`config.mk`:
```
export PLATFORM = sky130hd
export DESIGN_NAME = ssd1306_procedure_scheduler
export DESIGN_NICKNAME = d
export VERILOG_FILES = /design/src/rtl/ssd1306_pkg.sv /design/src/rtl/ssd1306_refresh_timer.sv /design/src/rtl/ssd1306_procedure_scheduler.sv
export SDC_FILE = /design/constraint.sdc
export NUM_CORES = 1
export LEC_CHECK = 0
export ABC_AREA = 1
export CAP_MARGIN = 15
export CORE_AREA = 2 2 65 67
export DETAILED_ROUTE_END_ITERATION = 10
export DIE_AREA = 0 0 67 69
export GPL_TIMING_DRIVEN = 1
export PLACE_DENSITY = 0.73
export SLEW_MARGIN = 20
export SYNTH_ARGS = -nofsm -noshare
export SYNTH_HDL_FRONTEND = slang
export SYNTH_SLANG_ARGS = --single-unit
```
`constraint.sdc`:
```
create_clock -name clk_in -period 1.6 [get_ports clk_in]
set_clock_uncertainty 0.15 [all_clocks]
set_input_delay 0.32 -clock clk_in [delete_from_list [all_inputs] [get_ports clk_in]]
set_output_delay 0.32 -clock clk_in [all_outputs]
set_load 0.05 [all_outputs]
```
`src/rtl/ssd1306_pkg.sv`:
```
// ssd1306_pkg
//   Shared types and constants for the SSD1306 procedure scheduler and the
//   microcode ROM image.
//   - e_proc       : procedure identifier (also the active_proc_out encoding)
//   - e_sched_state: scheduler FSM states
//   - DEFAULT_*    : default procedure entry offsets / ROM depth / refresh period
//   - REQ_*        : bit positions of the request pending vector
//   - pick_proc    : fixed-priority pick (shutdown > clear > refresh)
//   - proc_mask    : one-hot pending bit belonging to a procedure
package ssd1306_pkg;

  typedef enum logic [1:0] {
    PROC_INIT     = 2'b00,
    PROC_CLEAR    = 2'b01,
    PROC_REFRESH  = 2'b10,
    PROC_SHUTDOWN = 2'b11
  } e_proc;

  typedef enum logic [2:0] {
    S_RESET,
    S_DISPATCH,
    S_RUN,
    S_IDLE,
    S_OFF
  } e_sched_state;

  // Entry points must match the layout of the microcode ROM image.
  localparam int DEFAULT_MICROCODE_SIZE  = 48;
  localparam int DEFAULT_INIT_OFFSET     = 0;
  localparam int DEFAULT_CLEAR_OFFSET    = 20;
  localparam int DEFAULT_REFRESH_OFFSET  = 32;
  localparam int DEFAULT_SHUTDOWN_OFFSET = 40;
  localparam int DEFAULT_REFRESH_PERIOD  = 1000000;
  localparam int REFRESH_TIMER_BITS      = 24;

  // Pending vector layout (init is never requested, it runs after reset).
  localparam int REQ_CLEAR    = 0;
  localparam int REQ_REFRESH  = 1;
  localparam int REQ_SHUTDOWN = 2;
  localparam int NUM_REQ      = 3;

  // Highest-priority pending request. Caller guarantees pend != 0;
  // PROC_INIT is only returned for an empty vector.
  function automatic e_proc pick_proc(input logic [NUM_REQ-1:0] pend);
    if (pend[REQ_SHUTDOWN]) begin
      return PROC_SHUTDOWN;
    end else if (pend[REQ_CLEAR]) begin
      return PROC_CLEAR;
    end else if (pend[REQ_REFRESH]) begin
      return PROC_REFRESH;
    end else begin
      return PROC_INIT;
    end
  endfunction

  function automatic logic [NUM_REQ-1:0] proc_mask(input e_proc p);
    case (p)
      PROC_CLEAR:    return 3'b001;
      PROC_REFRESH:  return 3'b010;
      PROC_SHUTDOWN: return 3'b100;
      default:       return 3'b000;
    endcase
  endfunction

endpackage

```
`src/rtl/ssd1306_refresh_timer.sv`:
```
// ssd1306_refresh_timer
//   Free-running down-counter producing one terminal-count pulse every PERIOD
//   enabled cycles. Holds its value while count_en is low.
//   Ports:
//     clk_in    : system clock
//     reset_in  : synchronous active-high reset (reloads PERIOD-1)
//     count_en  : count enable
//     tick      : high for the enabled cycle in which the counter is at zero
module ssd1306_refresh_timer
  import ssd1306_pkg::*;
#(
  parameter int PERIOD = DEFAULT_REFRESH_PERIOD,
  parameter int WIDTH  = REFRESH_TIMER_BITS
) (
  input  logic clk_in,
  input  logic reset_in,
  input  logic count_en,
  output logic tick
);

  localparam logic [WIDTH-1:0] RELOAD = WIDTH'(PERIOD - 1);

  logic [WIDTH-1:0] count_reg;

  // Pulse on the cycle the counter sits at zero; the reload happens on the
  // same edge, so the period is exactly PERIOD enabled cycles.
  assign tick = count_en && (count_reg == '0);

  always_ff @(posedge clk_in) begin
    if (reset_in) begin
      count_reg <= RELOAD;
    end else if (count_en) begin
      if (count_reg == '0) begin
        count_reg <= RELOAD;
      end else begin
        count_reg <= count_reg - 1'b1;
      end
    end
  end

endmodule

```
`src/rtl/ssd1306_procedure_scheduler.sv`:
```
// ssd1306_procedure_scheduler
//   Chooses which SSD1306 microcode procedure runs next and drives the
//   start/offset handshake of the microcode executor. Init runs once after
//   reset; afterwards shutdown, clear and refresh requests are arbitrated with
//   fixed priority. A periodic timer adds refresh requests.
//   Ports:
//     clk_in, reset_in       : clock, synchronous active-high reset
//     enable_in              : allows dispatch of requested procedures
//     clear_req_in           : pulse, request screen clear
//     refresh_req_in         : pulse, request display refresh
//     shutdown_req_in        : pulse, request power-down
//     procedure_offset_out   : entry offset presented to the executor
//     procedure_start_out    : start request, held until executor accepts
//     procedure_done_in      : executor idle indicator (low while executing)
//     busy_out               : a procedure is dispatched or running
//     initialized_out        : init procedure has completed
//     off_out                : shutdown procedure has completed
//     active_proc_out        : procedure being run (valid while busy_out)
//     overrun_out            : sticky, timer fired with a refresh still pending
module ssd1306_procedure_scheduler
  import ssd1306_pkg::*;
#(
  parameter int MICROCODE_SIZE  = DEFAULT_MICROCODE_SIZE,
  parameter int INIT_OFFSET     = DEFAULT_INIT_OFFSET,
  parameter int CLEAR_OFFSET    = DEFAULT_CLEAR_OFFSET,
  parameter int REFRESH_OFFSET  = DEFAULT_REFRESH_OFFSET,
  parameter int SHUTDOWN_OFFSET = DEFAULT_SHUTDOWN_OFFSET,
  parameter int REFRESH_PERIOD  = DEFAULT_REFRESH_PERIOD,
  localparam int ADDR_BITS      = $clog2(MICROCODE_SIZE)
) (
  input  logic                 clk_in,
  input  logic                 reset_in,
  input  logic                 enable_in,
  input  logic                 clear_req_in,
  input  logic                 refresh_req_in,
  input  logic                 shutdown_req_in,
  output logic [ADDR_BITS-1:0] procedure_offset_out,
  output logic                 procedure_start_out,
  input  logic                 procedure_done_in,
  output logic                 busy_out,
  output logic                 initialized_out,
  output logic                 off_out,
  output logic [1:0]           active_proc_out,
  output logic                 overrun_out
);

  function automatic logic [ADDR_BITS-1:0] offset_of(input e_proc p);
    case (p)
      PROC_CLEAR:    return ADDR_BITS'(CLEAR_OFFSET);
      PROC_REFRESH:  return ADDR_BITS'(REFRESH_OFFSET);
      PROC_SHUTDOWN: return ADDR_BITS'(SHUTDOWN_OFFSET);
      default:       return ADDR_BITS'(INIT_OFFSET);
    endcase
  endfunction

  e_sched_state         state_reg;
  e_proc                active_reg;
  logic [ADDR_BITS-1:0] offset_reg;
  logic                 initialized_reg;
  logic                 off_reg;
  logic                 overrun_reg;
  logic [NUM_REQ-1:0]   pending_reg;

  logic                 refresh_tick;
  logic                 dispatch_ok;
  e_proc                pick;
  logic [NUM_REQ-1:0]   req_set;
  logic [NUM_REQ-1:0]   req_consume;

  // Timer only runs between init completion and shutdown completion.
  ssd1306_refresh_timer #(
    .PERIOD (REFRESH_PERIOD),
    .WIDTH  (REFRESH_TIMER_BITS)
  ) u_refresh_timer (
    .clk_in   (clk_in),
    .reset_in (reset_in),
    .count_en (initialized_reg && !off_reg),
    .tick     (refresh_tick)
  );

  assign pick        = pick_proc(pending_reg);
  assign dispatch_ok = (state_reg == S_IDLE) && enable_in && initialized_reg
                       && (|pending_reg);

  always_comb begin
    req_set     = '0;
    req_consume = '0;
    if (state_reg != S_OFF) begin
      req_set[REQ_CLEAR]    = clear_req_in;
      req_set[REQ_REFRESH]  = refresh_req_in || refresh_tick;
      req_set[REQ_SHUTDOWN] = shutdown_req_in;
    end
    if (dispatch_ok) begin
      req_consume = proc_mask(pick);
    end
  end

  // One flop per request; a new request in the consuming cycle survives.
  for (genvar gi = 0; gi < NUM_REQ; gi++) begin : g_pending
    always_ff @(posedge clk_in) begin
      if (reset_in) begin
        pending_reg[gi] <= 1'b0;
      end else begin
        pending_reg[gi] <= (pending_reg[gi] && !req_consume[gi]) || req_set[gi];
      end
    end
  end

  always_ff @(posedge clk_in) begin
    if (reset_in) begin
      state_reg       <= S_RESET;
      active_reg      <= PROC_INIT;
      offset_reg      <= ADDR_BITS'(INIT_OFFSET);
      initialized_reg <= 1'b0;
      off_reg         <= 1'b0;
      overrun_reg     <= 1'b0;
    end else begin
      // Refresh already waiting when the timer fires again: one was lost.
      if (refresh_tick && pending_reg[REQ_REFRESH]) begin
        overrun_reg <= 1'b1;
      end

      case (state_reg)
        S_RESET: begin
          // Init bypasses enable_in and the pending vector.
          state_reg  <= S_DISPATCH;
          active_reg <= PROC_INIT;
          offset_reg <= ADDR_BITS'(INIT_OFFSET);
        end
        S_DISPATCH: begin
          // Executor signals accept by leaving its idle state.
          if (!procedure_done_in) begin
            state_reg <= S_RUN;
          end
        end
        S_RUN: begin
          if (procedure_done_in) begin
            if (active_reg == PROC_SHUTDOWN) begin
              off_reg   <= 1'b1;
              state_reg <= S_OFF;
            end else begin
              state_reg <= S_IDLE;
              if (active_reg == PROC_INIT) begin
                initialized_reg <= 1'b1;
              end
            end
          end
        end
        S_IDLE: begin
          if (dispatch_ok) begin
            state_reg  <= S_DISPATCH;
            active_reg <= pick;
            offset_reg <= offset_of(pick);
          end
        end
        S_OFF: begin
          state_reg <= S_OFF;
        end
        default: begin
          state_reg <= S_RESET;
        end
      endcase
    end
  end

  assign procedure_offset_out = offset_reg;
  assign procedure_start_out  = (state_reg == S_DISPATCH);
  assign busy_out             = (state_reg == S_DISPATCH) || (state_reg == S_RUN);
  assign initialized_out      = initialized_reg;
  assign off_out              = off_reg;
  assign active_proc_out      = active_reg;
  assign overrun_out          = overrun_reg;

endmodule

```
==> results.md, run 1 <==
- Fin util: 68.16%
- Top cells by area, synth: dfxtp_1 (38%), nand2_1 (10%), nor2_1 (8.9%), inv_1 (5.7%), nand3_1 (5.0%)
- Status: finished, violations left
- Crit path kind: reg2out
- Most frequent cells in the layout: nand2_1 (52), nor2_1 (40), dfxtp_1 (32), inv_1 (24)
- Starting DRT DRC Count: 98
- Vias in the first global route: 1899
- Synth cell types: 39
- Worst-path clk slew: 0.08 ns
- Worst skew pair latency: 0.29 ns
- Area Overhead vs Synth: 34.17%
- Vias per Instance: 4.889
- Failing checks: setup timing
- Top cell type by total area after synthesis: dfxtp_1
- Main synth FF type: dfxtp_1
- Register area: 768.2 um^2
- Most common cell after layout, fill and taps aside: nand2_1
- Maximum VDD drop: 0.0006234 V
- Net switching power: 0.7294 mW
- Placed insts: 353
- Synth warnings: 0
- WL final: 4325 um
- H-tree levels: 2
- # DRC: 0
- Final hold violation count: 0
- Sw Ratio: 27.93%
- Synthesized flop and latch total: 38
- Initial antenna violation count: 0
- Share of cells above drive strength 1: 29.87%
- Max reg flops: 24
- Multi-input gate area: 0.001130 mm^2
- Required @ worst endpoint: 1.13 ns
- Largest net degree at the start of global routing: 15
- Synth Area per Inst: 7.126 um^2
- Combinational power share: 23.0%
- Ant. Diodes: 0
- Worst Hold Class: reg2reg
- Synth top area share: 38.26%
- TritonCTS clock tree: yes
- CP startpoint kind: flop
- Crit path DAT: 1.13 ns
- Fmax: 624.9 MHz
- Post-synth EDFFs: 0
- Antenna Nets Post-Route: 0
- Crit end category: output port
- Seq/Total Area, Yosys: 38.26%
- Die height: 69 um
- Filler cells: 333
- Initial Util: 50.80%
- Post-layout min period: 1.600 ns
- GRT Resource Usage Total: 21.25%
- Leakage: 1.185 nW
- Port buffer count: 17
- Syn Std Cell Area: 0.001988 mm^2
- Clk pwr share: 37.2%
- PwrDens: 979.0 mW/mm^2
- CTS Root Cell: clkbuf_8
- Syn Inst Count: 279
- CTS max path bufs: 2
- I/O pin cnt: 20
- Nets: 326
- RSZ-0062 raised after global routing: true
- CP peak stage delay: 0.35 ns
- Post-Layout Cell Count: 368
- Core Region: 0.003914 mm^2
- Period utilization: 100.0%
- Pins Over Slew Limit: 0
- Cells along the critical path: nor3_4 > inv_2 > nand2_2 > buf_12
- First-pass GRT wire length: 7797 um
- Placer Congestion: 0.7931
- Num rows: 23
- TritonCTS buffer count: 5
- DR pass1 iterations: 4
- Max-cap viol count: 0
- Seq pwr share: 39.8%
- WL/cell: 11.75 um
- Max FO, Critical Path: 3
- Final setup fails: 1
- Detail Placement HPWL: 3146 um
- Clock sinks: 38
- Overflow after GRT: 0
- Vias: 1799
- Final WS setup: -0.0002992 ns
- Crit-path slowest cell: dfxtp_2
- Ys async rst share: 0%
- Die area: 0.004623 mm^2
- Int Pwr: 1.882 mW
- Die X: 67 um
## per-layer routing
metal / share of wire, % / GRT usage [%] / routed length [um]
met1: 43 / 23.30 / 1840
met2: 54 / 38.17 / 2319
met3: 2.5 / 4.894 / 108
met4: 1.3 / 8.390 / 57
met5: 0 / 0 / 0
## per-stage QoR
stage	TNS [ns]	power, mW	hold slack [ns]	area, um^2	setup WS (ns)
2_1_floorplan	0	1.347	0.2918	1994	0.01591
3_3_place_gp	0	1.566	0.3054	2382	0.01028
3_5_place_dp	-0.01873	1.572	0.3165	2382	-0.01307
4_1_cts	-0.04900	2.618	0.3346	2575	-0.04900
5_1_grt	-0.08944	2.725	0.3642	2668	-0.06588
6_report	-0.0002992	2.612	0.3382	2668	-0.0002992
## Yosys cell counts (2+ instances only)
library cell,instances
nand2_1,54
nor2_1,47
dfxtp_1,38
inv_1,30
nand3_1,20
a21oi_1,14
o21ai_0,8
inv_2,5
nand2_2,5
xor2_1,5
buf_4,4
nand3_2,4
nand4_1,4
nor2_4,4
nor2_2,3
nor3_1,3
o21ai_1,3
xnor2_1,3
ha_1,2
nand2_4,2
o211ai_1,2
or2_2,2
## worst paths after layout
kind	from	end	slack [ns]	cells after the start
worst max-delay path	state_reg[2]$_SDFFE_PP0P_	busy_out	-0.0003	4
worst min-delay path	u_refresh_timer.count_reg[1]$_SDFFE_PP1P_	u_refresh_timer.count_reg[1]$_SDFFE_PP1P_	0.34	2
worst max register to register	state_reg[2]$_SDFFE_PP0P_	state_reg[0]$_SDFFE_PP0P_	0.09	8
worst min register to register	u_refresh_timer.count_reg[1]$_SDFFE_PP1P_	u_refresh_timer.count_reg[1]$_SDFFE_PP1P_	0.34	2
## layout make-up
class | instances | area share (%)
multi-input cells | 199 | 42.35
flip-flops and latches | 38 | 28.80
repair buffers | 36 | 15.99
inverters | 37 | 5.347
clock buffers | 5 | 2.580
clock inverters | 3 | 2.580
well taps | 50 | 2.345
## power groups by stage
stage	Sequential [mW]	Clock, mW	Combinational (mW)
3_5_place_dp	1.05	0	0.522
5_1_grt	1.04	1.03	0.649
2_1_floorplan	1.09	0	0.253
3_3_place_gp	1.05	0	0.516
6_report	1.04	0.971	0.601
4_1_cts	1.03	1.00	0.582
## cells by family (layout without fill, tap and decap cells)
kind of cell / after synthesis / count (layout) / share of synthesized area [%]
compound gates: 31 / 31 / 8.622
xor+xnor: 8 / 8 / 3.524
flops: 38 / 38 / 38.26
fa+ha+maj: 2 / 2 / 1.258
other cells: 1 / 2 / 0.1886
simple gates: 156 / 156 / 38.83
buf+inv: 43 / 81 / 9.314
## worst max-delay path: cells and delay by family (launching register included)
kind          cells  cell delay [ns]
buf+inv           2             0.20
simple gates      2             0.29
flops             1             0.35
## repair_timing
action                                 CTS  global route
endpoints found under the hold margin    0             0
cloned                                   0             0
setup endpoints to repair                2            33
pin swaps                                1             4
hold buffers                             0             0
gates resized for setup                  8            27
buffers inserted                         5             2
Note: power is estimated with default switching activity, not from simulation.
==> inputs of run 2 (changes only) <==
Settings changed: CORE_AREA 2 2 65 67 to 2 2 83 53, DIE_AREA 0 0 67 69 to 0 0 85 55.
==> run 2 against run 1 <==
  * The run still ends with setup timing left
  * Global-route usage fell by 0.95 points
  * Wire length rose by 11%
  * Clock power fell by 16%
  * Count of clock-buffer cells in the layout rose by 2
  * Sequential power barely moved
==> results.md, run 2 (synthesis results as in run 1) <==
- Status: finished, violations left
- Failing checks: setup timing
- Placed insts: 352 (-0.28%)
- Core Region: 0.003941 mm^2 (+0.70%)
- Share of cells above drive strength 1: 30.00% (+0.13 points)
- Vias per Instance: 5.054 (+3.4%)
- Die area: 0.004675 mm^2 (+1.1%)
- Overall power: 2.461 mW (-5.8%)
- Hold slack: 0.3438 ns (+0.005644 ns)
- First-pass GRT wire length: 7113 um (-8.8%)
- Crit path DAT: 1.19 ns (+0.06 ns)
- Fin util: 67.56% (-0.60 points)
- Post-layout min period: 1.659 ns (+0.05879 ns)
- Vias in the first global route: 1539 (-19%)
- Most frequent cells in the layout: nand2_1 (52), nor2_1 (40), dfxtp_1 (32), inv_1 (26), buf_4 (20)
- I/O pin cnt: 20 (unchanged)
- GRT Resource Usage Total: 20.30% (-0.95 points)
- Max-cap viol count: 0 (unchanged)
- Initial antenna violation count: 0 (unchanged)
- Die X: 85 um (+27%)
- Nets: 328 (+0.61%)
- Worst-path clk slew: 0.07 ns (about the same)
- Vias: 1870 (+3.9%)
- Initial Util: 50.44% (-0.35 points)
- CTS Root Cell: clkbuf_8
- Largest net degree at the start of global routing: 15 (unchanged)
- Num rows: 18 (-22%)
- Most common cell after layout, fill and taps aside: nand2_1
- Fmax: 602.7 MHz (-3.5%)
- Final hold violation count: 0 (unchanged)
- WL/cell: 12.94 um (+10%)
- Area Overhead vs Synth: 33.92%
- Pins Over Slew Limit: 0 (unchanged)
- Max FO, Critical Path: 3 (unchanged)
- Maximum VDD drop: 0.0007703 V (+24%)
- Worst slack, placed: -0.01043 ns (+0.002643 ns)
- CP dominant cell by count: inv_2
- TritonCTS buffer count: 5 (unchanged)
- Worst Hold Class: reg2reg
- PwrDens: 924.5 mW/mm^2 (-5.6%)
- Cells along the critical path: inv_2 > nor3_4 > inv_2 > nand2_2 > buf_12
- TritonCTS clock tree: yes
- Crit path kind: reg2out
- Delay-heaviest family, CP: flip-flops
- Period utilization: 103.7% (+3.7 points)
- Starting DRT DRC Count: 122 (+24%)
- WP buf/inv: 3 (+1)
- CP startpoint kind: flop
- Die height: 55 um (-20%)
- Worst skew pair latency: 0.30 ns (about the same)
- Clock sinks: 38 (unchanged)
- RSZ-0062 raised after global routing: true
- Hold buffers post-CTS: 0 (unchanged)
- Antenna Nets Post-Route: 0 (unchanged)
- Max reg flops: 24 (unchanged)
- Cell Area, Placed: 0.002375 mm^2 (-0.31%)
- H-tree levels: 2 (unchanged)
- Required @ worst endpoint: 1.13 ns (about the same)
- Fin area: 0.002663 mm^2 (-0.19%)
- Final setup TNS: -0.05909 ns (-0.05879 ns)
- Port buffer count: 17 (unchanged)
- Overflow after GRT: 0 (unchanged)
- CTS max path bufs: 2 (unchanged)
- Leakage: 1.181 nW (-0.39%)
- Ant. Diodes: 0 (unchanged)
- Final setup fails: 1 (unchanged)
- Post-Layout Cell Count: 370 (+0.54%)
- WL final: 4789 um (+11%)
- Crit end category: output port
- DR pass1 iterations: 4 (unchanged)
- CP peak stage delay: 0.36 ns (about the same)
- Crit-path slowest cell: dfxtp_2
- Placer Congestion: 0.8553 (+7.8%)
- Worst reg-to-reg setup slack: 0.05 ns (-0.04 ns)
- # DRC: 0 (unchanged)
- Final WS setup: -0.05909 ns (-0.05879 ns)
- Detail Placement HPWL: 3345 um (+6.3%)
==> run 2: cell type report <==
class	count	area, um^2
Multi-Input combinational cell	199	1137
Timing Repair Buffer	38	441.7
Sequential cell	38	768.2
Tap cell	50	62.56
Fill cell	312	1279
Clock buffer	7	76.32
Clock inverter	1	30.03
Inverter	37	146.4
==> run 2: routing by layer <==
metal | GRT usage, % | up-vias | routed length (um)
met2 | 29.43 | 53 | 1971
met1 | 29.54 | 851 | 2476
met3 | 6.083 | 7 | 294
li1 | - | 959 | -
met4 | 4.762 | 0 | 46
met5 | 0 | - | 0
==> run 2: final timing paths <==
path | start | end | cells past startpoint
min reg2reg | u_refresh_timer.count_reg[19]$_SDFFE_PP1P_ | u_refresh_timer.count_reg[19]$_SDFFE_PP1P_ | 2
min | u_refresh_timer.count_reg[19]$_SDFFE_PP1P_ | u_refresh_timer.count_reg[19]$_SDFFE_PP1P_ | 2
max | state_reg[1]$_SDFFE_PP0P_ | busy_out | 5
max reg2reg | u_refresh_timer.count_reg[4]$_SDFFE_PP1P_ | u_refresh_timer.count_reg[22]$_SDFFE_PP0P_ | 8
==> run 2: repair_timing <==
action                     CTS  global route
setup endpoints to repair    3            27
pin swaps                    1             8
gates resized for setup      4            32
hold endpoints to repair     0             0
setup buffers                1             9
==> run 2: power breakdown <==
part / total, mW / leakage, nW / switching, mW / internal (mW)
Clock: 0.815 / 0.0524 / 0.348 / 0.467
Combinational: 0.602 / 0.819 / 0.340 / 0.262
Sequential: 1.04 / 0.309 / 0.0540 / 0.991
==> run 2: worst register-to-register path: stages, from the launching register on <==
cell and delay, ns:
dfxtp_1 0.35, nor2_1 0.14, nand3_2 0.16, inv_2 0.13, nand3_1 0.13, nor2_1 0.20, nand3_1 0.10, nand2_1 0.07
nor2_1 0.03
